**config.mk**
```make
export PLATFORM = sky130hd
export DESIGN_NAME = bi_mem_tp_sync
export DESIGN_NICKNAME = d
export VERILOG_FILES = /design/src/rtl/bi_mem_tp_sync.sv
export SDC_FILE = /design/constraint.sdc
export NUM_CORES = 1
export LEC_CHECK = 0
export CAP_MARGIN = 10
export CORE_ASPECT_RATIO = 1.25
export CORE_MARGIN = 10
export CORE_UTILIZATION = 45
export CTS_BUF_LIST = sky130_fd_sc_hd__clkbuf_4 sky130_fd_sc_hd__clkbuf_8 sky130_fd_sc_hd__clkbuf_16
export CTS_CLUSTER_DIAMETER = 150
export CTS_CLUSTER_SIZE = 40
export DETAILED_ROUTE_END_ITERATION = 8
export SYNTH_ARGS = -nofsm -noshare
export SYNTH_HDL_FRONTEND = slang
export SYNTH_SLANG_ARGS = --single-unit
export TNS_END_PERCENT = 30
```
**constraint.sdc**
```tcl
create_clock -name clk_i -period 2 [get_ports clk_i]
set_clock_uncertainty 0.05 [all_clocks]
set_input_delay 0.3 -clock clk_i [delete_from_list [all_inputs] [get_ports clk_i]]
set_output_delay 0.3 -clock clk_i [all_outputs]
set_load 0.02 [all_outputs]
```
**src/rtl/bi_mem_tp_sync.sv**
```systemverilog
// Single-clock two-port memory: one read port, one lane-masked write port, read pipeline of READ_LATENCY stages.
// Optional post-reset clear sweep enabled by defining BI_MEM_TP_CLEAR_EN.
module bi_mem_tp_sync #(
  parameter int    WIDTH        = 16,
  parameter int    HEIGHT       = 16,
  parameter int    LANE         = 8,
  parameter int    READ_LATENCY = 1,
  parameter string COLLISION    = "WRITE_FIRST"
) (
  input  logic                      clk_i,
  input  logic                      rst_i,
  input  logic                      readEnable_i,
  input  logic [$clog2(HEIGHT)-1:0] readAddr_i,
  output logic [WIDTH-1:0]          readData_o,
  output logic                      readValid_o,
  input  logic                      writeEnable_i,
  input  logic [$clog2(HEIGHT)-1:0] writeAddr_i,
  input  logic [WIDTH/LANE-1:0]     writeMask_i,
  input  logic [WIDTH-1:0]          writeData_i,
  output logic                      busy_o
);

  localparam int             AW       = $clog2(HEIGHT);
  localparam int             LANES    = WIDTH / LANE;
  localparam int             PIPE     = (READ_LATENCY < 1) ? 1 : (READ_LATENCY > 4) ? 4 : READ_LATENCY;
  localparam bit             WR_FIRST = (COLLISION == "WRITE_FIRST");
  localparam logic [AW:0]    DEPTH    = (AW+1)'(HEIGHT);

  if (READ_LATENCY < 1 || READ_LATENCY > 4) begin : g_bad_latency
    PanicModule #(.MSG("READ_LATENCY must be in 1..4")) u_panic ();
  end
  if (WIDTH % LANE != 0) begin : g_bad_lane
    PanicModule #(.MSG("WIDTH must be a multiple of LANE")) u_panic ();
  end
  if (COLLISION != "WRITE_FIRST" && COLLISION != "READ_FIRST") begin : g_bad_collision
    PanicModule #(.MSG("COLLISION must be WRITE_FIRST or READ_FIRST")) u_panic ();
  end
  if (HEIGHT < 2) begin : g_bad_height
    PanicModule #(.MSG("HEIGHT must be at least 2")) u_panic ();
  end

  logic [WIDTH-1:0] mem [HEIGHT];

  logic             busy;
  logic             sweep_we;
  logic [AW-1:0]    sweep_addr;
  logic             user_wr;
  logic             rd_accept;
  logic             rd_in_range;
  logic [WIDTH-1:0] rd_word;
  logic             mem_we;
  logic [AW-1:0]    mem_waddr;
  logic [LANES-1:0] mem_wmask;
  logic [WIDTH-1:0] mem_wdata;

  // Addresses at or above HEIGHT only exist when HEIGHT is not a power of two.
  assign user_wr     = writeEnable_i && !rst_i && !busy && ({1'b0, writeAddr_i} < DEPTH);
  assign rd_accept   = readEnable_i && !rst_i && !busy;
  assign rd_in_range = ({1'b0, readAddr_i} < DEPTH);

`ifdef BI_MEM_TP_CLEAR_EN
  typedef enum logic [1:0] {ST_RESET, ST_CLEAR, ST_READY} clr_state_t;
  localparam logic [AW-1:0] LAST_ADDR = AW'(HEIGHT - 1);

  clr_state_t    state, state_next;
  logic [AW-1:0] clr_cnt, clr_cnt_next;

  always_ff @(posedge clk_i) begin
    if (rst_i) begin
      state   <= ST_RESET;
      clr_cnt <= '0;
    end else begin
      state   <= state_next;
      clr_cnt <= clr_cnt_next;
    end
  end

  // The first post-reset edge already writes address 0, so the sweep spans exactly HEIGHT cycles.
  always_comb begin
    state_next   = state;
    clr_cnt_next = clr_cnt;
    sweep_we     = 1'b0;
    case (state)
      ST_RESET, ST_CLEAR: begin
        sweep_we = !rst_i;
        if (clr_cnt == LAST_ADDR) begin
          state_next = ST_READY;
        end else begin
          state_next   = ST_CLEAR;
          clr_cnt_next = clr_cnt + 1'b1;
        end
      end
      ST_READY: ;
      default:  state_next = ST_RESET;
    endcase
  end

  assign sweep_addr = clr_cnt;
  assign busy       = (state != ST_READY);
`else
  assign sweep_we   = 1'b0;
  assign sweep_addr = '0;
  assign busy       = 1'b0;
`endif

  assign busy_o = busy;

  // NOTE: every signal assigned in always_comb gets a default first, so no path leaves it holding and a latch is never inferred.
  always_comb begin
    mem_we    = user_wr;
    mem_waddr = writeAddr_i;
    mem_wmask = writeMask_i;
    mem_wdata = writeData_i;
    if (sweep_we) begin
      mem_we    = 1'b1;
      mem_waddr = sweep_addr;
      mem_wmask = '1;
      mem_wdata = '0;
    end
  end

  // NOTE: the storage array has no reset branch; resetting it would turn a RAM into a register file.
  always_ff @(posedge clk_i) begin
    if (mem_we) begin
      for (int i = 0; i < LANES; i++) begin
        if (mem_wmask[i]) mem[mem_waddr][i*LANE +: LANE] <= mem_wdata[i*LANE +: LANE];
      end
    end
  end

  // Write-first merges the incoming masked lanes over the old word on a same-address collision.
  always_comb begin
    rd_word = '0;
    if (rd_in_range) begin
      rd_word = mem[readAddr_i];
      if (WR_FIRST && user_wr && (writeAddr_i == readAddr_i)) begin
        for (int i = 0; i < LANES; i++) begin
          if (writeMask_i[i]) rd_word[i*LANE +: LANE] = writeData_i[i*LANE +: LANE];
        end
      end
    end
  end

  logic [WIDTH-1:0] pipe_data [PIPE];
  logic [PIPE-1:0]  pipe_valid;

  // NOTE: clocked state uses non-blocking assignments so every stage samples the pre-edge value of its predecessor.
  always_ff @(posedge clk_i) begin
    if (rst_i) begin
      pipe_valid <= '0;
      for (int i = 0; i < PIPE; i++) pipe_data[i] <= '0;
    end else begin
      pipe_valid[0] <= rd_accept;
      if (rd_accept) pipe_data[0] <= rd_word;
      for (int i = 1; i < PIPE; i++) begin
        pipe_valid[i] <= pipe_valid[i-1];
        if (pipe_valid[i-1]) pipe_data[i] <= pipe_data[i-1];
      end
    end
  end

  assign readData_o  = pipe_data[PIPE-1];
  assign readValid_o = pipe_valid[PIPE-1];

endmodule

// Elaboration-time guard: only instantiated for an illegal parameter set, where it stops elaboration with MSG.
module PanicModule #(
  parameter string MSG = ""
) ();
  if (MSG != "") begin : g_fire
    $fatal(1, "bi_mem_tp_sync: %s", MSG);
  end
endmodule

```
==> run metrics <==
outcome completed; sequential power share 0.653; Via density 5.48; Tmin final 1880 ps; vias in the first global route about 5500; Post-Syn Area 10900 um^2; Synth cell types 30; cells along the critical path clkdlybuf4s50_1; leading area contributor after synthesis edfxtp_1; all-layer global routing usage 0.142; post-layout util 0.533; combinational share of power 0.080; worst vdd ir 575 uV; drt total wl approximately 23 mm; CP endpoint kind output port; Fin Hold WS 470 ps; share of layout cells above drive strength 1 0.255; Psw 1.96 mW; nets 656; TritonCTS buffer count 10; Mapped Nets between 500 and 600; yosys warns 0; total grt overflow 0; Worst path top cell family by delay buffers and inverters; Mapped Cells around 500; Worst Path Required 1650 ps; CTS tree done; DRC 0; leakage power total around 4.3 nW; area grow syn2layout 16.4%; Buffers on Ports 46; post-detailed-route count of antenna-violating nets 0; Worst path slowest cell clkdlybuf4s50_1; clk buf depth 3; post-CTS sizing 0; commonest non-fill, non-tap cell in the layout edfxtp_1; Setup violations, final 0; Die H 194 um; Fmax achieved 533 MHz; PwrDens 771 nW/um^2; critical path arrival 1530 ps; Cell Count, Final, Fillers Out 953; Slew HR 0.642; Initial Util 0.458; max cap viols 0; hold buffer count at CTS 0; Final period util 0.939; Crit Path Max Fanout 1; Seq/Total Area, Yosys 0.754; DR vias 5218; CP Launch Type register; initial antenna violation count 0; CTS Sinks 273; Non-Filler Cell Area, Final 12600 um^2; placed cell areas 12300 um^2; core footprint around 24000 um^2; drt pass-1 iters 5; area share of the leading cell type in the synthesized netlist 0.752; Worst-Margin Slew 537 ps; Inst Count DP 939; Setup TNS Final 0 ps; Syn Area/Cell roughly 22 um^2; DRT iter0 DRCs around 360; CP peak stage delay 630 ps; post-DP HPWL ~16 mm; CP Class reg -> out; H-tree Lvls 1; Post-CTS Setup Bufs 0; die area 30800 um^2; synthesis-stage register bit count 273; Root Buffer clkbuf_16; Site Rows 63; largest net degree at the start of global routing 42; Clock Pin Slew Worst Setup and Hold Paths 140 ps; global-route wire length before repair around 34 mm; Slew Limit Fails 0; hold crit path type in -> reg; ANT cells 0; die width 159 um; Synth area leaders edfxtp_1 75%, mux4_2 9.3%, mux4_1 4.6%, mux2i_1 3.9%, a22o_1 1.3%; fill count 1862; Worst-Skew Late Latency 500 ps; Int Pwr around 7.8 mW; Switching Fraction 0.201; clock power share 0.267; gp weighted congestion 0.814; DR WL/cell 23.7 um; Final Hold Viols 0; CP bufs+invs 1; RSZ-0062 raised after global routing false; num ports 48; commonest cells after routing, fill and taps aside 272 x edfxtp_1, 89 x buf_4, 45 x mux4_2
-- worst register-to-register path: stages (launching register included) --
cell,delay (ps)
edfxtp_1,400
mux4_2,480
a22oi_1,280
nand3_1,120
a22o_1,220
-- Yosys cell counts --
library cell / n
nor3_1: 9
a31oi_1: 2
and2_1: 3
buf_12: 2
a22o_1: 16
or2_2: 1
mux4_2: 45
and4_1: 2
dfxtp_1: 1
buf_2: 7
nor2b_1: 3
inv_1: 1
nand3b_1: 2
buf_4: 7
clkbuf_4: 1
nor2_1: 27
conb_1: 1
a22oi_1: 2
mux2i_1: 42
nand2b_1: 7
buf_8: 2
xnor2_1: 1
edfxtp_1: 272
nand2_1: 6
nand3_1: 6
buf_6: 2
clkbuf_2: 2
mux4_1: 19
xor2_1: 3
clkbuf_1: 4
-- final cells by class --
cell class,count,area [um^2],share of cell area
clock inverter,1,8.76,0.000693
multi-input combinational,197,2460,0.194
timing repair buffer,143,1290,0.102
tap,325,407,0.0322
inverter,1,3.75,0.000297
sequential,273,8190,0.648
clock buffer,13,290,0.0230
-- metal layers --
layer,GRT usage,up-vias,routed length (um)
met5,0,-,0
met4,0.0219,0,215
met3,0.0212,13,939
met2,0.264,122,12300
met1,0.174,2756,9140
li1,-,2327,-
-- power by group through the flow --
stage / clock, mW / sequential, mW / combinational (mW)
6_report: 2.60 / 6.37 / 0.779
5_1_grt: 2.86 / 6.38 / 0.832
4_1_cts: 2.68 / 6.37 / 0.794
3_5_place_dp: 0 / 6.50 / 0.792
3_3_place_gp: 0 / 6.50 / 0.779
2_1_floorplan: 0 / 6.53 / 0.362
-- cells by family after synthesis --
group | synth area share
DFF | 0.754
muxes | 0.178
and+or+nand+nor | 0.0294
buffers and inverters | 0.0199
AOI/OAI and AO/OA | 0.0154
xor gates and xnor gates | 0.00323
other | 0.000345
-- flip-flops by register name, indices dropped and copies added, names as in the netlist --
name	cells
readValid_o	1
pipe_data	16
mem	256
-- per-stage QoR --
stage / power (mW) / setup slack, ps
after floorplan: 6.89 / 66.0
after global routing: 10.1 / 74.9
after CTS: 9.84 / 79.9
after global placement: 7.28 / -231
after detailed placement: 7.29 / -240
final: 9.75 / 122
-- path summary, 6_finish.rpt --
| kind | startpoint | to | slack (ps) | depth (start not counted) |
|---|---|---|---|---|
| max | pipe_data[0][6] | readData_o[6] | 120 | 1 |
| min | readAddr_i[0] | pipe_data[0][13] | 470 | 5 |
| max reg2reg | mem[5][14] | pipe_data[0][14] | 210 | 4 |
| min reg2reg | mem[12][7] | pipe_data[0][7] | 870 | 4 |
No activity file was read; power rests on OpenSTA's default activity.
